$ cat src/rtl/ram_program_loader_pkg.sv
// Shared definitions for the RAM program loader: sequencer states, error codes
// and the default RAM bus widths (adlines/datalines).
package ram_program_loader_pkg;

    localparam int ADLINES   = 8;
    localparam int DATALINES = 16;

    typedef enum logic [3:0] {
        S_IDLE,
        S_ACCEPT,
        S_WRITE,
        S_GAP,
        S_VREAD,
        S_CHECK,
        S_DONE,
        S_RUN,
        S_ERROR
    } state_t;

    localparam logic [1:0] ERR_NONE     = 2'd0;
    localparam logic [1:0] ERR_VERIFY   = 2'd1;
    localparam logic [1:0] ERR_OVERFLOW = 2'd2;

endpackage

$ cat src/rtl/ram_program_loader_if.sv
// Word-stream handshake plus RAM address/data/strobe lines between the loader
// (slave) and the host stream / RAMblock side (master).
interface ram_program_loader_if
    import ram_program_loader_pkg::*;
#(
    parameter int ADDR_W = ADLINES,
    parameter int DATA_W = DATALINES
);
    logic              in_valid;
    logic              in_ready;
    logic [DATA_W-1:0] in_data;
    logic              in_last;
    logic [ADDR_W-1:0] addressbus;
    logic [DATA_W-1:0] toram;
    logic [DATA_W-1:0] fromram;
    logic              read;
    logic              write;

    modport master (
        output in_valid, in_data, in_last, fromram,
        input  in_ready, addressbus, toram, read, write
    );

    modport slave (
        input  in_valid, in_data, in_last, fromram,
        output in_ready, addressbus, toram, read, write
    );
endinterface

$ cat src/rtl/ram_program_loader_strobe_timer.sv
// Load/count-down timer with a zero flag; times how long a RAM strobe is held.
module strobe_timer #(
    parameter int CNT_W = 16
) (
    input  logic             clk,
    input  logic             reset,
    input  logic             load,
    input  logic [CNT_W-1:0] load_val,
    output logic             zero
);
    logic [CNT_W-1:0] cnt;

    always_ff @(posedge clk) begin
        if (reset) begin
            cnt <= '0;
        end else if (load) begin
            cnt <= load_val;
        end else if (cnt != '0) begin
            cnt <= cnt - 1'b1;
        end
    end

    assign zero = (cnt == '0);
endmodule

$ cat src/rtl/ram_program_loader.sv
// Self-timed sequencer that streams a program image into RAM, optionally reads
// each word back to verify it, then enables the control unit.
module ram_program_loader
    import ram_program_loader_pkg::*;
#(
    parameter int ADDR_W       = ADLINES,
    parameter int DATA_W       = DATALINES,
    parameter int BASE_ADDR    = 0,
    parameter int MAX_WORDS    = 256,
    parameter int WRITE_CYCLES = 2,
    parameter int READ_CYCLES  = 2,
    parameter int VERIFY       = 1,
    parameter int AUTO_RUN     = 1
) (
    input  logic                  clk,
    input  logic                  reset,
    input  logic                  load_start,
    input  logic                  halt,
    ram_program_loader_if.slave   bus,
    output logic                  cu_enable,
    output logic                  busy,
    output logic [1:0]            err_code,
    output logic [ADDR_W:0]       word_count
);
    localparam int               CNT_W   = 16;
    localparam logic [CNT_W-1:0] WR_LOAD = CNT_W'(WRITE_CYCLES - 1);
    localparam logic [CNT_W-1:0] RD_LOAD = CNT_W'(READ_CYCLES - 1);
    localparam logic [ADDR_W-1:0] BASE   = ADDR_W'(BASE_ADDR);
    localparam logic [ADDR_W:0]   MAX_CNT = (ADDR_W + 1)'(MAX_WORDS);

    state_t            state;
    logic [ADDR_W-1:0] addr;
    logic [DATA_W-1:0] toram_q;
    logic              last_q;
    logic              read_q;
    logic              write_q;
    logic              in_ready_q;
    logic [ADDR_W:0]   count_nxt;

    logic              tmr_load;
    logic [CNT_W-1:0]  tmr_val;
    logic              tmr_zero;

    // The timer is armed on the same edge that enters WRITE or VREAD, so the
    // strobe stays high for exactly the configured number of cycles.
    assign tmr_load  = ((state == S_ACCEPT) && bus.in_valid) ||
                       ((state == S_GAP) && (VERIFY != 0));
    assign tmr_val   = (state == S_ACCEPT) ? WR_LOAD : RD_LOAD;
    assign count_nxt = word_count + 1'b1;

    strobe_timer #(.CNT_W(CNT_W)) u_timer (
        .clk      (clk),
        .reset    (reset),
        .load     (tmr_load),
        .load_val (tmr_val),
        .zero     (tmr_zero)
    );

    always_ff @(posedge clk) begin
        if (reset) begin
            state      <= S_IDLE;
            addr       <= '0;
            toram_q    <= '0;
            last_q     <= 1'b0;
            read_q     <= 1'b0;
            write_q    <= 1'b0;
            in_ready_q <= 1'b0;
            cu_enable  <= 1'b0;
            busy       <= 1'b0;
            err_code   <= ERR_NONE;
            word_count <= '0;
        end else begin
            case (state)
                S_IDLE, S_DONE, S_ERROR: begin
                    if (load_start) begin
                        state      <= S_ACCEPT;
                        addr       <= BASE;
                        word_count <= '0;
                        err_code   <= ERR_NONE;
                        in_ready_q <= 1'b1;
                        busy       <= 1'b1;
                    end
                end
                S_ACCEPT: begin
                    if (bus.in_valid) begin
                        toram_q    <= bus.in_data;
                        last_q     <= bus.in_last;
                        in_ready_q <= 1'b0;
                        write_q    <= 1'b1;
                        state      <= S_WRITE;
                    end
                end
                S_WRITE: begin
                    if (tmr_zero) begin
                        write_q <= 1'b0;
                        state   <= S_GAP;
                    end
                end
                S_GAP: begin
                    if (VERIFY != 0) begin
                        read_q <= 1'b1;
                        state  <= S_VREAD;
                    end else begin
                        state <= S_CHECK;
                    end
                end
                S_VREAD: begin
                    if (tmr_zero) begin
                        read_q <= 1'b0;
                        if (bus.fromram != toram_q) begin
                            state    <= S_ERROR;
                            err_code <= ERR_VERIFY;
                            busy     <= 1'b0;
                        end else begin
                            state <= S_CHECK;
                        end
                    end
                end
                S_CHECK: begin
                    word_count <= count_nxt;
                    if (last_q) begin
                        busy <= 1'b0;
                        if (AUTO_RUN != 0) begin
                            state     <= S_RUN;
                            cu_enable <= 1'b1;
                        end else begin
                            state <= S_DONE;
                        end
                    end else if (count_nxt == MAX_CNT) begin
                        state    <= S_ERROR;
                        err_code <= ERR_OVERFLOW;
                        busy     <= 1'b0;
                    end else begin
                        // Address wraps naturally at 2**ADDR_W.
                        addr       <= addr + 1'b1;
                        in_ready_q <= 1'b1;
                        state      <= S_ACCEPT;
                    end
                end
                S_RUN: begin
                    if (halt) begin
                        cu_enable <= 1'b0;
                        state     <= S_IDLE;
                    end
                end
                default: state <= S_IDLE;
            endcase
        end
    end

    assign bus.in_ready   = in_ready_q;
    assign bus.addressbus = addr;
    assign bus.toram      = toram_q;
    assign bus.read       = read_q;
    assign bus.write      = write_q;
endmodule

$ cat src/flat_wrapper.sv
// flat-port wrapper written by rule: the top's interface ports become plain ports
module ram_program_loader_flat import ram_program_loader_pkg::*;
#(
    parameter int ADDR_W       = ADLINES,
    parameter int DATA_W       = DATALINES,
    parameter int BASE_ADDR    = 0,
    parameter int MAX_WORDS    = 256,
    parameter int WRITE_CYCLES = 2,
    parameter int READ_CYCLES  = 2,
    parameter int VERIFY       = 1,
    parameter int AUTO_RUN     = 1
)
  (clk, reset, load_start, halt, cu_enable, busy, err_code, word_count, bus_in_valid, bus_in_data, bus_in_last, bus_fromram, bus_in_ready, bus_addressbus, bus_toram, bus_read, bus_write);
  ram_program_loader_if #(.ADDR_W(ADDR_W), .DATA_W(DATA_W)) bus_i ();
  input  logic clk;
  input  logic reset;
  input  logic load_start;
  input  logic halt;
  output logic cu_enable;
  output logic busy;
  output logic [1:0] err_code;
  output logic [ADDR_W:0] word_count;
  input wire logic [$bits(bus_i.in_valid)-1:0] bus_in_valid;
  input wire logic [$bits(bus_i.in_data)-1:0] bus_in_data;
  input wire logic [$bits(bus_i.in_last)-1:0] bus_in_last;
  input wire logic [$bits(bus_i.fromram)-1:0] bus_fromram;
  output wire logic [$bits(bus_i.in_ready)-1:0] bus_in_ready;
  output wire logic [$bits(bus_i.addressbus)-1:0] bus_addressbus;
  output wire logic [$bits(bus_i.toram)-1:0] bus_toram;
  output wire logic [$bits(bus_i.read)-1:0] bus_read;
  output wire logic [$bits(bus_i.write)-1:0] bus_write;
  assign bus_i.in_valid = bus_in_valid;
  assign bus_i.in_data = bus_in_data;
  assign bus_i.in_last = bus_in_last;
  assign bus_i.fromram = bus_fromram;
  assign bus_in_ready = bus_i.in_ready;
  assign bus_addressbus = bus_i.addressbus;
  assign bus_toram = bus_i.toram;
  assign bus_read = bus_i.read;
  assign bus_write = bus_i.write;
  ram_program_loader #(.ADDR_W(ADDR_W), .DATA_W(DATA_W), .BASE_ADDR(BASE_ADDR), .MAX_WORDS(MAX_WORDS), .WRITE_CYCLES(WRITE_CYCLES), .READ_CYCLES(READ_CYCLES), .VERIFY(VERIFY), .AUTO_RUN(AUTO_RUN)) u_core (.clk(clk), .reset(reset), .load_start(load_start), .halt(halt), .bus(bus_i), .cu_enable(cu_enable), .busy(busy), .err_code(err_code), .word_count(word_count));
endmodule
$ cat config.mk
export PLATFORM = sky130hd
export DESIGN_NAME = ram_program_loader_flat
export DESIGN_NICKNAME = d
export VERILOG_FILES = /design/src/rtl/ram_program_loader_pkg.sv /design/src/rtl/ram_program_loader_if.sv /design/src/rtl/ram_program_loader_strobe_timer.sv /design/src/rtl/ram_program_loader.sv /design/src/flat_wrapper.sv
export SDC_FILE = /design/constraint.sdc
export NUM_CORES = 1
export LEC_CHECK = 0
export CORE_MARGIN = 2
export CORE_UTILIZATION = 45
export CTS_BUF_LIST = sky130_fd_sc_hd__clkbuf_8 sky130_fd_sc_hd__clkbuf_16
export DETAILED_ROUTE_END_ITERATION = 7
export GPL_TIMING_DRIVEN = 1
export PLACE_DENSITY = 0.88
export SETUP_SLACK_MARGIN = 0.4
export SYNTH_ARGS = -nofsm -noshare
export SYNTH_HDL_FRONTEND = slang
export SYNTH_SLANG_ARGS = --single-unit
export TNS_END_PERCENT = 20
$ cat constraint.sdc
create_clock -name clk -period 2 [get_ports clk]
set_input_delay 0.2 -clock clk [delete_from_list [all_inputs] [get_ports clk]]
set_output_delay 0.2 -clock clk [all_outputs]
set_load 0.05 [all_outputs]
* Yosys cells after proc, flatten, opt, wreduce, memory -nomap -nowiden
Cells that the tools add are included.
Word-level totals: register bits after elaboration 61, bits of input ports 38, output and inout port bits 40, word-level logic and storage cells 101
Operators by class: $add $sub $neg 3, eq/ne operators 21, mux-type cells 40, reductions and logical operators 24
Operator list (count):
- 2-to-1 mux 4 bit | 8
- case mux 4 bit (7 select lines) | 1
- 2-to-1 mux 8 bit | 3
- case mux 9 bit (2 select lines) | 1
- == test 4 x 3 -> 1 bit, second input constant | 4
- zero test 16 bit | 1
- != test 16 bit | 1
- case mux 8 bit (2 select lines) | 1
- nonzero test 16 bit | 1
- subtractor 16 x 1 -> 16 bit, second input constant | 1
- AND reduction 5 bit | 3
- 2-to-1 mux 1 bit | 14
- 2-to-1 mux 2 bit | 5
- != test 2 x 1 -> 1 bit, second input constant | 5
- != test 2 bit, second input constant | 5
- nonzero test 2 bit | 5
- adder 9 x 1 -> 9 bit, second input constant | 1
- == test 9 bit, second input constant | 1
- 2-to-1 mux 9 bit | 1
- adder 8 x 1 -> 8 bit, second input constant | 1
- == test 4 x 2 -> 1 bit, second input constant | 2
- case mux 1 bit (2 select lines) | 3
- case mux 1 bit (3 select lines) | 2
- case mux 2 bit (3 select lines) | 1
- other kinds (13) | 17

* Logic depth before layout (Yosys ltp)
depth in word-level cells 5, mapped depth 9, mapped depth without buffers 8

* Hierarchy
Synthesis repeated with hierarchy kept, for this count alone.
Second synthesis, totals: cell total of the unflattened synthesis 410, area, all modules 3305.7 um2
By module, submodules not included:
- ram_program_loader | instances 1, cells an instance 294, area each 2341.0 um2, seq. area each 900.9 um2
- strobe_timer | instances 1, cells an instance 116, area each 964.7 um2, seq. area each 320.3 um2

* Worst setup path after synthesis
No wires, ideal clock.
path kind flip-flop to flip-flop, start point register u_core.word_count[1], end point register u_core.addr[4], in the netlist u_core.bus.addressbus[4], setup time 0.070 ns, arrival time 2.470 ns, required time 1.930 ns, path slack -0.540 ns, stages on the path, launching flop included 9, path buffers 1, clock period less this slack 2.540 ns, path through dfxtp_1 ha_1 and3_1 and3_1 buf_2 xor2_1 o311ai_1 or3_1 a21oi_1
Between the ends: cells in the longest elaborated chain, start to end 4
RTL lines:
- from (decl) | line ram_program_loader.sv:23 | output logic [ADDR_W:0] word_count
- from (signal assigned) | line ram_program_loader.sv:120 | word_count <= count_nxt;
- adder 9 x 1 -> 9 bit | line ram_program_loader.sv:49 | assign count_nxt = word_count + 1'b1;
- == test 9 bit | line ram_program_loader.sv:129 | end else if (count_nxt == MAX_CNT) begin
- != test 2 bit (no line)
- AND reduction 4 bit (no line)
- to (signal assigned) | line ram_program_loader.sv:135 | addr <= addr + 1'b1;
- to (decl) | line ram_program_loader.sv:32 | logic [ADDR_W-1:0] addr;
Every way passes these cells. A chain may end at the register's enable or synchronous reset.

* Final worst setup path
start point register u_core.word_count[1], end point register u_core.addr[0], in the netlist u_core.bus.addressbus[0]
The elaborated chain is that of the path after synthesis.

==> impl_metrics.env <==
export IMPL_status="complete, but fails checks"
export IMPL_violations="setup timing"
export IMPL_ys_async_sr_fraction_pct=0
export IMPL_synth_edf_count=0
export IMPL_cp_slowest_cell="o31a_1"
export IMPL_syn_nets=438
export IMPL_ys_top_cells_by_count="dfxtp_1 (61), nand2_1 (58), a21oi_1 (38), nor2_1 (34), xor2_1 (24)"
export IMPL_criticalPathCategory="register to register"
export IMPL_maxSlewHeadroom_pct=63.36
export IMPL_grt_pass1_wl_um=15160
export IMPL_worstPathBufferInverterCount=1
export IMPL_dpl_instance_area_um2=4233
export IMPL_wl_per_cell_um=16.73
export IMPL_dr_first_iter_drc_count=288
export IMPL_ys_warnings_count=0
export IMPL_hpwl_um=6262
export IMPL_finalHoldViolations=0
export IMPL_portBuffers=77
export IMPL_syn_area_per_cell_um2=7.927
export IMPL_synth_distinct_cells=54
export IMPL_gp_congestion=0.9401
export IMPL_dpl_cell_count=561
export IMPL_cts_sinks=61
export IMPL_setup_viol_count_final=15
export IMPL_antenna_found_initial=0
export IMPL_synth_area_um2=3139
export IMPL_ios=78
export IMPL_clk_pin_slew_ns=0.07
export IMPL_clockBufferDepth=2
export IMPL_vias_per_cell=5.802
export IMPL_drv_slew=0
export IMPL_die_w_um=87.53
export IMPL_fin_ws_ns=-0.09530
export IMPL_power_density_nw_per_um2=1141
export IMPL_ys_ff_latch=61
export IMPL_path_max_fanout=8
export IMPL_synth_top_area_cell="dfxtp_1"
export IMPL_ys_flop_type="dfxtp_1"
export IMPL_yosysMostFrequentCell="dfxtp_1"
export IMPL_required_ns=2.24
export IMPL_row_count=30
export IMPL_diodes=0
export IMPL_rrSetupSlack_ns=-0.1
export IMPL_grt_max_degree=42
export IMPL_period_needed_ns=2.095
export IMPL_hold_path_class="primary input to register"
export IMPL_whs_ns=0.3905
export IMPL_ant_nets=0
export IMPL_numCtsBuffers=9
export IMPL_max_stage_delay_ns=0.43
export IMPL_areaGrowthSynthToFinish_pct=53.97
export IMPL_fmax_mhz=477.3
export IMPL_finalNetCount=561
export IMPL_rsz0062_at_grt="true"
export IMPL_peakVddDrop_uv=695.4
export IMPL_grt_pass1_vias=3282
export IMPL_cap_violations=0
export IMPL_ys_top_cells_by_area="dfxtp_1 (39%), nand2_1 (6.9%), xor2_1 (6.7%), a21oi_1 (6.1%), nor2_1 (4.1%)"
export IMPL_htree_levels=3
export IMPL_vias=3493
export IMPL_crit_arrival_ns=2.34
export IMPL_clk_latency_ns=0.35
export IMPL_cp_start_kind="register"
export IMPL_tritoncts="done"
export IMPL_synth_seq_area_share_pct=38.90
export IMPL_fin_tns_setup_ns=-0.6085
export IMPL_period_share_pct=104.8
export IMPL_detailedPlace_worstSlack_ns=-0.08904
export IMPL_root_buffer="clkbuf_8"
export IMPL_grt_total_usage_pct=25.22
export IMPL_power_leakage_nw=2.298
export IMPL_core_area_um2=6756
export IMPL_die_area_um2=7661
export IMPL_synthCells=396
export IMPL_clock_skew_ns=0.005880
export IMPL_cp_end_kind="register"
export IMPL_fin_cells=602
export IMPL_yosys_area_top_type_share_pct=38.90
export IMPL_worst_slew_pin_slew_ns=0.5496
export IMPL_cp_cell_sequence="ha_4 -> or2_4 -> a211oi_2 -> o211ai_1 -> o31a_1 -> buf_4 -> xnor2_2 -> nor2_1"
export IMPL_fillCellCount=465
export IMPL_drive_gt1_share_pct=23.75
export IMPL_die_h_um=87.53
export IMPL_grt_overflow_total=0
export IMPL_fin_area_um2=4833
export IMPL_initial_core_util_pct=46.46
export IMPL_dr_pass1_iters=5
export IMPL_crit_family="compound AO/OA/AOI/OAI gates"
export IMPL_drt_total_wl_um=10070
export IMPL_drc=0
==> cells by family after synthesis <==
group | share of synthesized area (%)
and+or+nand+nor | 26.23
AOI/OAI and AO/OA | 19.49
DFF | 38.90
xor gates and xnor gates | 8.928
buffers and inverters | 3.866
adders and majority gates | 1.594
muxes | 0.9964
==> layer usage <==
metal	track usage, %	up-vias	share of wire (%)
met1	28.87	1632	40
met3	6.351	27	7.3
met4	9.650	0	2.0
met5	0	-	0
li1	-	1641	-
met2	44.97	193	51
==> cell type report <==
| cell class | count | area (um^2) | area share (%) |
|---|---|---|---|
| Clock buffer | 11 | 151.4 | 3.132 |
| Clock inverter | 3 | 13.76 | 0.2848 |
| Inverter | 10 | 37.54 | 0.7766 |
| Multi-Input combinational cell | 304 | 2037 | 42.14 |
| Sequential cell | 61 | 1244 | 25.73 |
| Tap cell | 80 | 100.1 | 2.071 |
| Timing Repair Buffer | 133 | 1250 | 25.86 |
==> placed cells by master, fill, tap and decap left out, types with 8 or more instances in the layout <==
cell,count
or3_1,8
clkdlybuf4s50_1,38
dlymetal6s2s_1,21
a21oi_1,38
buf_4,49
nor2_1,31
inv_1,9
clkbuf_8,11
xor2_1,22
o21ai_0,15
dfxtp_2,9
nor3_1,8
nand2_1,57
dlygate4sd2_1,18
dfxtp_1,49
nor2b_1,8
==> worst reg2reg max path, stage by stage (launching register included) <==
cell and delay [ns]:
dfxtp_4 0.36, ha_4 0.18, or2_4 0.23, a211oi_2 0.20, o211ai_1 0.19, o31a_1 0.43
buf_4 0.18, xnor2_2 0.15, nor2_1 0.07
==> power breakdown <==
group | leakage (nW) | switching, W | internal [W]
Combinational | 1.70 | 0.00163 | 0.00132
Clock | 0.0922 | 0.000469 | 0.000494
Sequential | 0.502 | 0.000187 | 0.00142
Total | 2.30 | 0.00228 | 0.00323
==> timing repair <==
item / in CTS / in global routing
hold buffers: 0 / 0
endpoints found under the setup margin: 80 / 64
buffers inserted: 11 / 15
gates cloned: 0 / 1
resized for setup: 44 / 49
pin swaps: 13 / 20
==> registers in the layout (all words and copies together) (netlist names) <==
register,cells
u_core.busy,1
u_core.last_q,1
u_core.bus.in_ready,1
u_core.word_count,9
u_core.bus.read,1
u_core.bus.addressbus,8
u_core.bus.write,1
u_core.bus.toram,16
u_core.err_code,2
u_core.u_timer.cnt,16
u_core.cu_enable,1
u_core.state,4
==> metrics by stage <==
step	power [W]	util [%]
after floorplan	0.003147	-
after global placement	0.003856	62.65
after detailed placement	0.003938	62.65
after CTS	0.005061	67.50
after global routing	0.005797	71.54
final	0.005516	71.54
==> worst paths after layout <==
kind         depth (start not counted)                              start                               endpoint
max                                  8  u_core.word_count[1]$_SDFFE_PP0P_  u_core.bus.addressbus[0]$_SDFFE_PP0P_
min                                  3                        bus_in_last             u_core.last_q$_SDFFE_PP0P_
max reg2reg                          8  u_core.word_count[1]$_SDFFE_PP0P_  u_core.bus.addressbus[0]$_SDFFE_PP0P_
min reg2reg                          1   u_core.bus.in_ready$_SDFFE_PP0P_       u_core.bus.in_ready$_SDFFE_PP0P_
Power figures use the tool's default switching activity.
